File: config.mk
export PLATFORM = sky130hd
export DESIGN_NAME = timer_prog
export DESIGN_NICKNAME = d
export VERILOG_FILES = /design/src/rtl/timer_prog.sv
export SDC_FILE = /design/constraint.sdc
export NUM_CORES = 1
export LEC_CHECK = 0
export CELL_PAD_IN_SITES_DETAIL_PLACEMENT = 1
export CELL_PAD_IN_SITES_GLOBAL_PLACEMENT = 2
export CORE_UTILIZATION = 35
export CTS_BUF_LIST = sky130_fd_sc_hd__clkbuf_8 sky130_fd_sc_hd__clkbuf_16
export DETAILED_ROUTE_END_ITERATION = 8
export GPL_TIMING_DRIVEN = 1
export PLACE_DENSITY_LB_ADDON = 0.12
export SLEW_MARGIN = 40
export SYNTH_ARGS = -nofsm -noshare
export SYNTH_HDL_FRONTEND = slang
export SYNTH_SLANG_ARGS = --single-unit
File: constraint.sdc
create_clock -name clk -period 3.2 [get_ports clk]
set_input_delay 0.32 -clock clk [delete_from_list [all_inputs] [get_ports clk]]
set_output_delay 0.32 -clock clk [all_outputs]
set_load 0.01 [all_outputs]
File: src/rtl/timer_prog.sv
// Programmable interval timer: counts x*SCALE enabled ticks, pulses fin on expiry,
// one-shot or auto-reload, with pause (en), abort (stop) and restart (start).
module timer_prog #(
  parameter int N     = 4,
  parameter int SCALE = 10,
  parameter int CW    = N + 4
) (
  input  logic          clk,
  input  logic          reset_n,
  input  logic          start,
  input  logic          stop,
  input  logic          en,
  input  logic [N-1:0]  x,
  input  logic          periodic,
  output logic          busy,
  output logic          fin,
  output logic [CW-1:0] count
);

  typedef enum logic {
    IDLE = 1'b0,
    RUN  = 1'b1
  } state_t;

  state_t        r_state;
  logic [CW-1:0] r_limit;
  logic [CW-1:0] r_cnt;
  logic          r_mode;
  logic          r_fin;
  logic          r_busy;

  logic [CW-1:0] w_limit;
  logic          w_last;

  // Limit is formed at full counter width so the product never truncates.
  assign w_limit = CW'(x) * CW'(SCALE);
  assign w_last  = (r_cnt == r_limit - CW'(1));

  always_ff @(posedge clk or negedge reset_n) begin
    if (!reset_n) begin
      r_state <= IDLE;
      r_limit <= '0;
      r_cnt   <= '0;
      r_mode  <= 1'b0;
      r_fin   <= 1'b0;
      r_busy  <= 1'b0;
    end else begin
      r_fin <= 1'b0;
      if (stop) begin
        r_state <= IDLE;
        r_busy  <= 1'b0;
        r_cnt   <= '0;
      end else if (start) begin
        r_cnt <= '0;
        if (x != '0) begin
          r_limit <= w_limit;
          r_mode  <= periodic;
          r_state <= RUN;
          r_busy  <= 1'b1;
        end else begin
          // Zero interval: immediate completion, never enters RUN.
          r_fin   <= 1'b1;
          r_state <= IDLE;
          r_busy  <= 1'b0;
        end
      end else if (r_state == RUN && en) begin
        if (w_last) begin
          r_cnt <= '0;
          r_fin <= 1'b1;
          if (!r_mode) begin
            r_state <= IDLE;
            r_busy  <= 1'b0;
          end
        end else begin
          r_cnt <= r_cnt + CW'(1);
        end
      end
    end
  end

  assign busy  = r_busy;
  assign fin   = r_fin;
  assign count = r_cnt;

endmodule
==> results of run 1 <==
## through the flow
step	setup WS [ns]	util [%]
after floorplan	1.47	-
after global placement	0.994	45.2
after detailed placement	0.914	45.0
after CTS	1.19	46.8
after global routing	1.03	46.8
final	1.21	46.8
## routing by layer
| metal | share of wire [%] | vias to the layer above | global-route usage [%] |
|---|---|---|---|
| li1 | - | 468 | - |
| met3 | 2.8 | 2 | 3.20 |
| met4 | 0.52 | 0 | 4.87 |
| met5 | 0 | - | 0 |
| met2 | 48 | 13 | 29.8 |
| met1 | 48 | 477 | 22.6 |
## logic make-up after synthesis
logic type | Yosys count | share of synthesized area, %
simple gates | 49 | 23.1
flops | 18 | 37.6
compound gates | 17 | 11.9
buf+inv | 16 | 5.22
xor+xnor | 12 | 8.78
fa+ha+maj | 7 | 7.94
mux | 6 | 5.43
## area by class of cell
cell class | instances | area [um^2] | area share, %
tap | 44 | 55.1 | 3.73
clock buffer | 4 | 55.1 | 3.73
inverter | 10 | 37.5 | 2.54
timing repair buffer | 20 | 193 | 13.1
sequential | 18 | 450 | 30.5
multi-input combinational | 91 | 684 | 46.4
## final timing paths
kind,start,end,slack (ns),cells after the start
worst max-delay path,x[3],r_limit[6],1.21,7
worst min register to register,r_mode,r_mode,0.52,1
min in group clk,r_mode,r_mode,0.52,1
max in group asynchronous,reset_n,busy,2.90,1
worst min-delay path,reset_n,count[6],-0.00004,1
worst max register to register,r_limit[1],count[5],1.26,8
## registers in the layout, summed over array words and instances, names as in the netlist
signal and cells:
busy 1, count 8, fin 1, r_limit 7, r_mode 1
## worst max-delay path, cell delays in order
cell             delay (ns)
clkdlybuf4s50_1        0.48
ha_1                   0.31
ha_1                   0.16
inv_1                  0.06
fa_1                   0.37
xnor2_1                0.14
mux2_1                 0.29
## cell usage in the layout (no fill, tap or decap), types with 4 or more instances in the layout
master           netlist  routed
clkbuf_8               0       4
clkdlybuf4s50_1        0      18
dfrtp_1               18      18
ha_1                   6       6
inv_1                 10      10
nand2_1                7       7
nand2b_1               5       5
nand3_1               12      12
nor2_1                 8       8
xnor2_1                5       5
xor2_1                 7       7
## where the power goes
part / internal (W) / switching [W] / total [W]
Clock: 0.000109 / 0.0000770 / 0.000186
Combinational: 0.0000651 / 0.0000661 / 0.000131
Sequential: 0.000247 / 0.0000290 / 0.000276
Total: 0.000422 / 0.000172 / 0.000594
==> impl_results.md, run 1 <==
* PortBufs at 19
* Post-detail-place hpwl at 2.13 mm
* Average wire per standard cell at 14.4 um
* DIE WIDTH at 60.5 um
* Longest Clk Path Bufs at 2
* Htree depth at 1
* Worst hold slack at -0.0000447 ns
* Worst-skew pair later-pin latency at 0.25 ns
* Design Area, Final at 0.00148 mm^2
* Total track usage at 17.4%
* Synth area leader: dfrtp_1
* Most common cell in the netlist: dfrtp_1
* Synth Area per Inst at 9.58 um^2
* Worst vdd ir at 0.185 mV
* Sink Count at 18
* DRT iter0 DRCs at 24
* #FFs+latches synth at 18
* Initial Util at 38.0%
* Fmax at 501 MHz
* Setup TNS at 0 ns
* Final WL at 2.69 mm
* Top_reg_cell synth: dfrtp_1
* Clk_skew at 0.00139 ns
* Final hold vios at 1
* Startpoint Class: input port
* WS Path Type: input port to flop
* Number of hold buffers added after CTS at 0
* Static Leakage at 0.624 nW
* Setup-failing EPs final at 0
* PD cells at 403 mW/mm^2
* Final Critical Period at 1.99 ns
* # rows at 20
* Area grow syn2layout at 23.2%
* Max-Cap Viols at 0
* Fin cells at 187
* Largest cells by area after synthesis: dfrtp_1 (38%), ha_1 (6.3%), xor2_1 (5.1%), nand3_1 (5.0%), xnor2_1 (3.7%)
* Total gr overflow at 0
* Largest net degree at the start of global routing at 19
* Final Cycle Share at 62.3%
* Synthesized cell area at 0.00120 mm^2
* Total power at 0.000594 W
* Dpl cell area at 0.00142 mm^2
* Area of the core at 0.00315 mm^2
* CTS buffer count at 3
* Share of cells above drive strength 1 at 11.2%
* EDFF count, synth at 0
* Routed Antenna Nets at 0
* Failing checks: hold timing
* Die ar. at 0.00366 mm^2
* RSZ-0062 raised after global routing: false
* Ys async rst share at 100%
* Syn nets at 142
* I/O pin cnt at 20
* Inst Count DP at 183
* Status: complete, but fails checks
* Post-synth top area share at 37.6%
* Antenna Cells at 0
* Clock transition at the registers of the reported paths at 0.07 ns
* CP Max Fanout at 4
* Post-synth top cells: dfrtp_1 (18), nand3_1 (12), inv_1 (10)
* Post-synthesis cell type count at 36
* Cells after Synth at 125
* Sequential area share after synthesis at 37.6%
* Global-route wire length before repair at 4.71 mm
* Root Buffer Master: clkbuf_8
* Number of global-route vias before repair at 1036
* Worst hold path type: input port to async pin
* Number of remaining DRC errors at 0
* Relative slew slack at 71.1%
* Postcts setup bufs at 0
* Initial antenna violation count at 0
* Worst Max-Slew Pin Slew at 0.433 ns
* Worst EP required at 3.33 ns
* Fin. max-slew vios at 0
* CTS tree: yes
* Via count at 960
* Die Height at 60.5 um
* FILL cells at 388
* Drt first pass iters at 3
* Routed vias/inst at 5.13
* Layout Nets at 161
* Yosys warnings at 0
* Post-CTS sizing at 0
* Setup crit end kind: flop
* Worst path arrival time at 2.13 ns
* Gp weighted congestion at 0.742
(Power assumes the default switching activity.)
==> run 2, diff against run 1 <==
--- a/config.mk
+++ b/config.mk
@@ -7,7 +7,7 @@
 export LEC_CHECK = 0
 export CELL_PAD_IN_SITES_DETAIL_PLACEMENT = 1
 export CELL_PAD_IN_SITES_GLOBAL_PLACEMENT = 2
-export CORE_UTILIZATION = 35
+export CORE_UTILIZATION = 32
 export CTS_BUF_LIST = sky130_fd_sc_hd__clkbuf_8 sky130_fd_sc_hd__clkbuf_16
 export DETAILED_ROUTE_END_ITERATION = 8
 export GPL_TIMING_DRIVEN = 1
==> constraint.sdc (replaced) <==
create_clock -name clk -period 1.9 [get_ports clk]
set_input_delay 0.19 -clock clk [delete_from_list [all_inputs] [get_ports clk]]
set_output_delay 0.19 -clock clk [all_outputs]
set_load 0.01 [all_outputs]
==> run 2 against run 1 <==
Against the previous run: the flow now finishes without violations; power is 79% higher; final cell count is 8.0% higher; utilization is 0.15 points higher; combinational power is 110% higher; die area is 9.1% higher; sequential share of layout area is 2.9 points lower; critical path depth is 1 higher.
==> impl_results.md, run 2 (synthesized netlist as in run 1, its figures left out) <==
* Die ar. at 0.00399 mm^2
* Register share of total power at 44.0%
* PortBufs at 19
* CTS buffer count at 3
* Area of the core at 0.00347 mm^2
* Fmax at 528 MHz
* Area grow syn2layout at 35.9%
* P_sw at 0.000316 W
* Gp weighted congestion at 0.813
* Final hold vios at 0
* Max-Cap Viols at 0
* Worst Max-Slew Pin Slew at 0.350 ns
* Global-route wire length before repair at 4.86 mm
* Initial Util at 34.5%
* Number of hold buffers added after CTS at 0
* DIE WIDTH at 63.2 um
* Average wire per standard cell at 14.5 um
* Via count at 1007
* Root Buffer Master: clkbuf_8
* WS Path Type: flop to flop
* DRT iter0 DRCs at 21
* Setup-failing EPs final at 0
* Sink Count at 18
* # rows at 21
* Clock share of power at 30.4%
* Initial antenna violation count at 0
* Switching part of the total power at 29.7%
* Total track usage at 16.0%
* Final Critical Period at 1.89 ns
* Layout Nets at 174
* Number of global-route vias before repair at 1025
* Int Pwr at 0.000747 W
* CP Max Fanout at 8
* CP Cell Sequence: buf_6 > nor3_4 > mux2i_1 > o22ai_2 > o2111ai_4 > buf_12 > nand2_4 > o311ai_2
* Worst path arrival time at 2.06 ns
* RSZ-0062 raised after global routing: true
* Htree depth at 1
* Antenna Cells at 0
* Most frequent cells in the layout: clkdlybuf4s50_1 (19), dfrtp_1 (18), nand3_1 (12), buf_4 (12), inv_1 (10)
* FILL cells at 407
* Comb pwr share at 25.6%
* Worst vdd ir at 0.347 mV
* Share of cells above drive strength 1 at 21.8%
* Longest Clk Path Bufs at 2
* Most common cell after layout, fill and taps aside: clkdlybuf4s50_1
* Worst hold slack at 0.270 ns
* Final Cycle Share at 99.7%
* CTS tree: yes
* Design Area, Final at 0.00163 mm^2
* PD cells at 653 mW/mm^2
* Clock transition at the registers of the reported paths at 0.07 ns
* Dpl cell area at 0.00152 mm^2
* Worst-skew pair later-pin latency at 0.26 ns
* Static Leakage at 0.694 nW
* Relative slew slack at 76.6%
* Final WL at 2.92 mm
* Drt first pass iters at 4
* Startpoint Class: flop
* Post-detail-place hpwl at 2.17 mm
* Worst hold path type: input port to async pin
* Largest net degree at the start of global routing at 19
* Max reg flops at 8
* Die Height at 63.2 um
* Post-layout util at 46.9%
* Setup TNS at 0 ns
* I/O pin cnt at 20
* Inst Count DP at 197
* Status: completed
* Worst EP required at 2.06 ns
* Critical path's slowest cell: dfrtp_1
* Clk_skew at 0.00136 ns
* Routed Antenna Nets at 0
* Total gr overflow at 0
* Number of remaining DRC errors at 0
* Fin cells at 202
* Setup crit end kind: flop
* Critical Path Max Stage Delay at 0.41 ns
* Fin. max-slew vios at 0
* Routed vias/inst at 4.99
-- run 2: what timing repair did --
action                     in CTS  in global routing
setup buffers                   0                  1
gates resized for setup         0                  7
setup endpoints to repair       5                  9
pin swaps                       1                  4
-- run 2: per-layer routing --
metal / track usage (%) / share of wire [%]
met1: 21.7 / 48
met2: 24.9 / 47
met3: 2.36 / 2.7
met4: 7.67 / 1.6
met5: 0 / 0
-- run 2: power groups by stage --
stage	logic, W	registers [W]	clock network (W)
final	0.000272	0.000468	0.000323
after floorplan	0.000169	0.000452	0
after global placement	0.000245	0.000469	0
after CTS	0.000258	0.000463	0.000337
after detailed placement	0.000256	0.000471	0
after global routing	0.000304	0.000473	0.000350
-- run 2: layout make-up --
type | instances | area (um^2) | share of cell area, %
well taps | 46 | 57.6 | 3.54
inverters | 10 | 37.5 | 2.31
clock buffers | 4 | 55.1 | 3.38
multi-input cells | 91 | 716 | 44.0
flip-flops and latches | 18 | 450 | 27.7
repair buffers | 33 | 312 | 19.1
-- run 2: worst max-delay path, delay by kind of cell, from the launching register on --
| kind | cells | cell delay (ns) |
|---|---|---|
| mux | 1 | 0.27 |
| flops | 1 | 0.41 |
| compound gates | 3 | 0.52 |
| buf+inv | 2 | 0.29 |
| simple gates | 2 | 0.31 |
-- run 2: final timing paths --
check	slack, ns	cells past startpoint	end	startpoint
hold / removal	0.27	2	count[2]	reset_n
hold reg to reg	0.52	1	r_mode	r_mode
setup reg to reg	0.005	8	count[2]	r_limit[1]
max in group asynchronous	1.43	2	r_limit[3]	reset_n
setup / recovery	0.005	8	count[2]	r_limit[1]
min in group clk	0.52	1	r_mode	r_mode
-- run 2: through the flow --
step / setup WS [ns] / total power [W]
global placement: -0.113 / 0.000714
CTS: -0.0270 / 0.00106
finish: 0.00513 / 0.00106
global route: -0.123 / 0.00113
floorplan: 0.172 / 0.000621
detailed placement: -0.180 / 0.000726
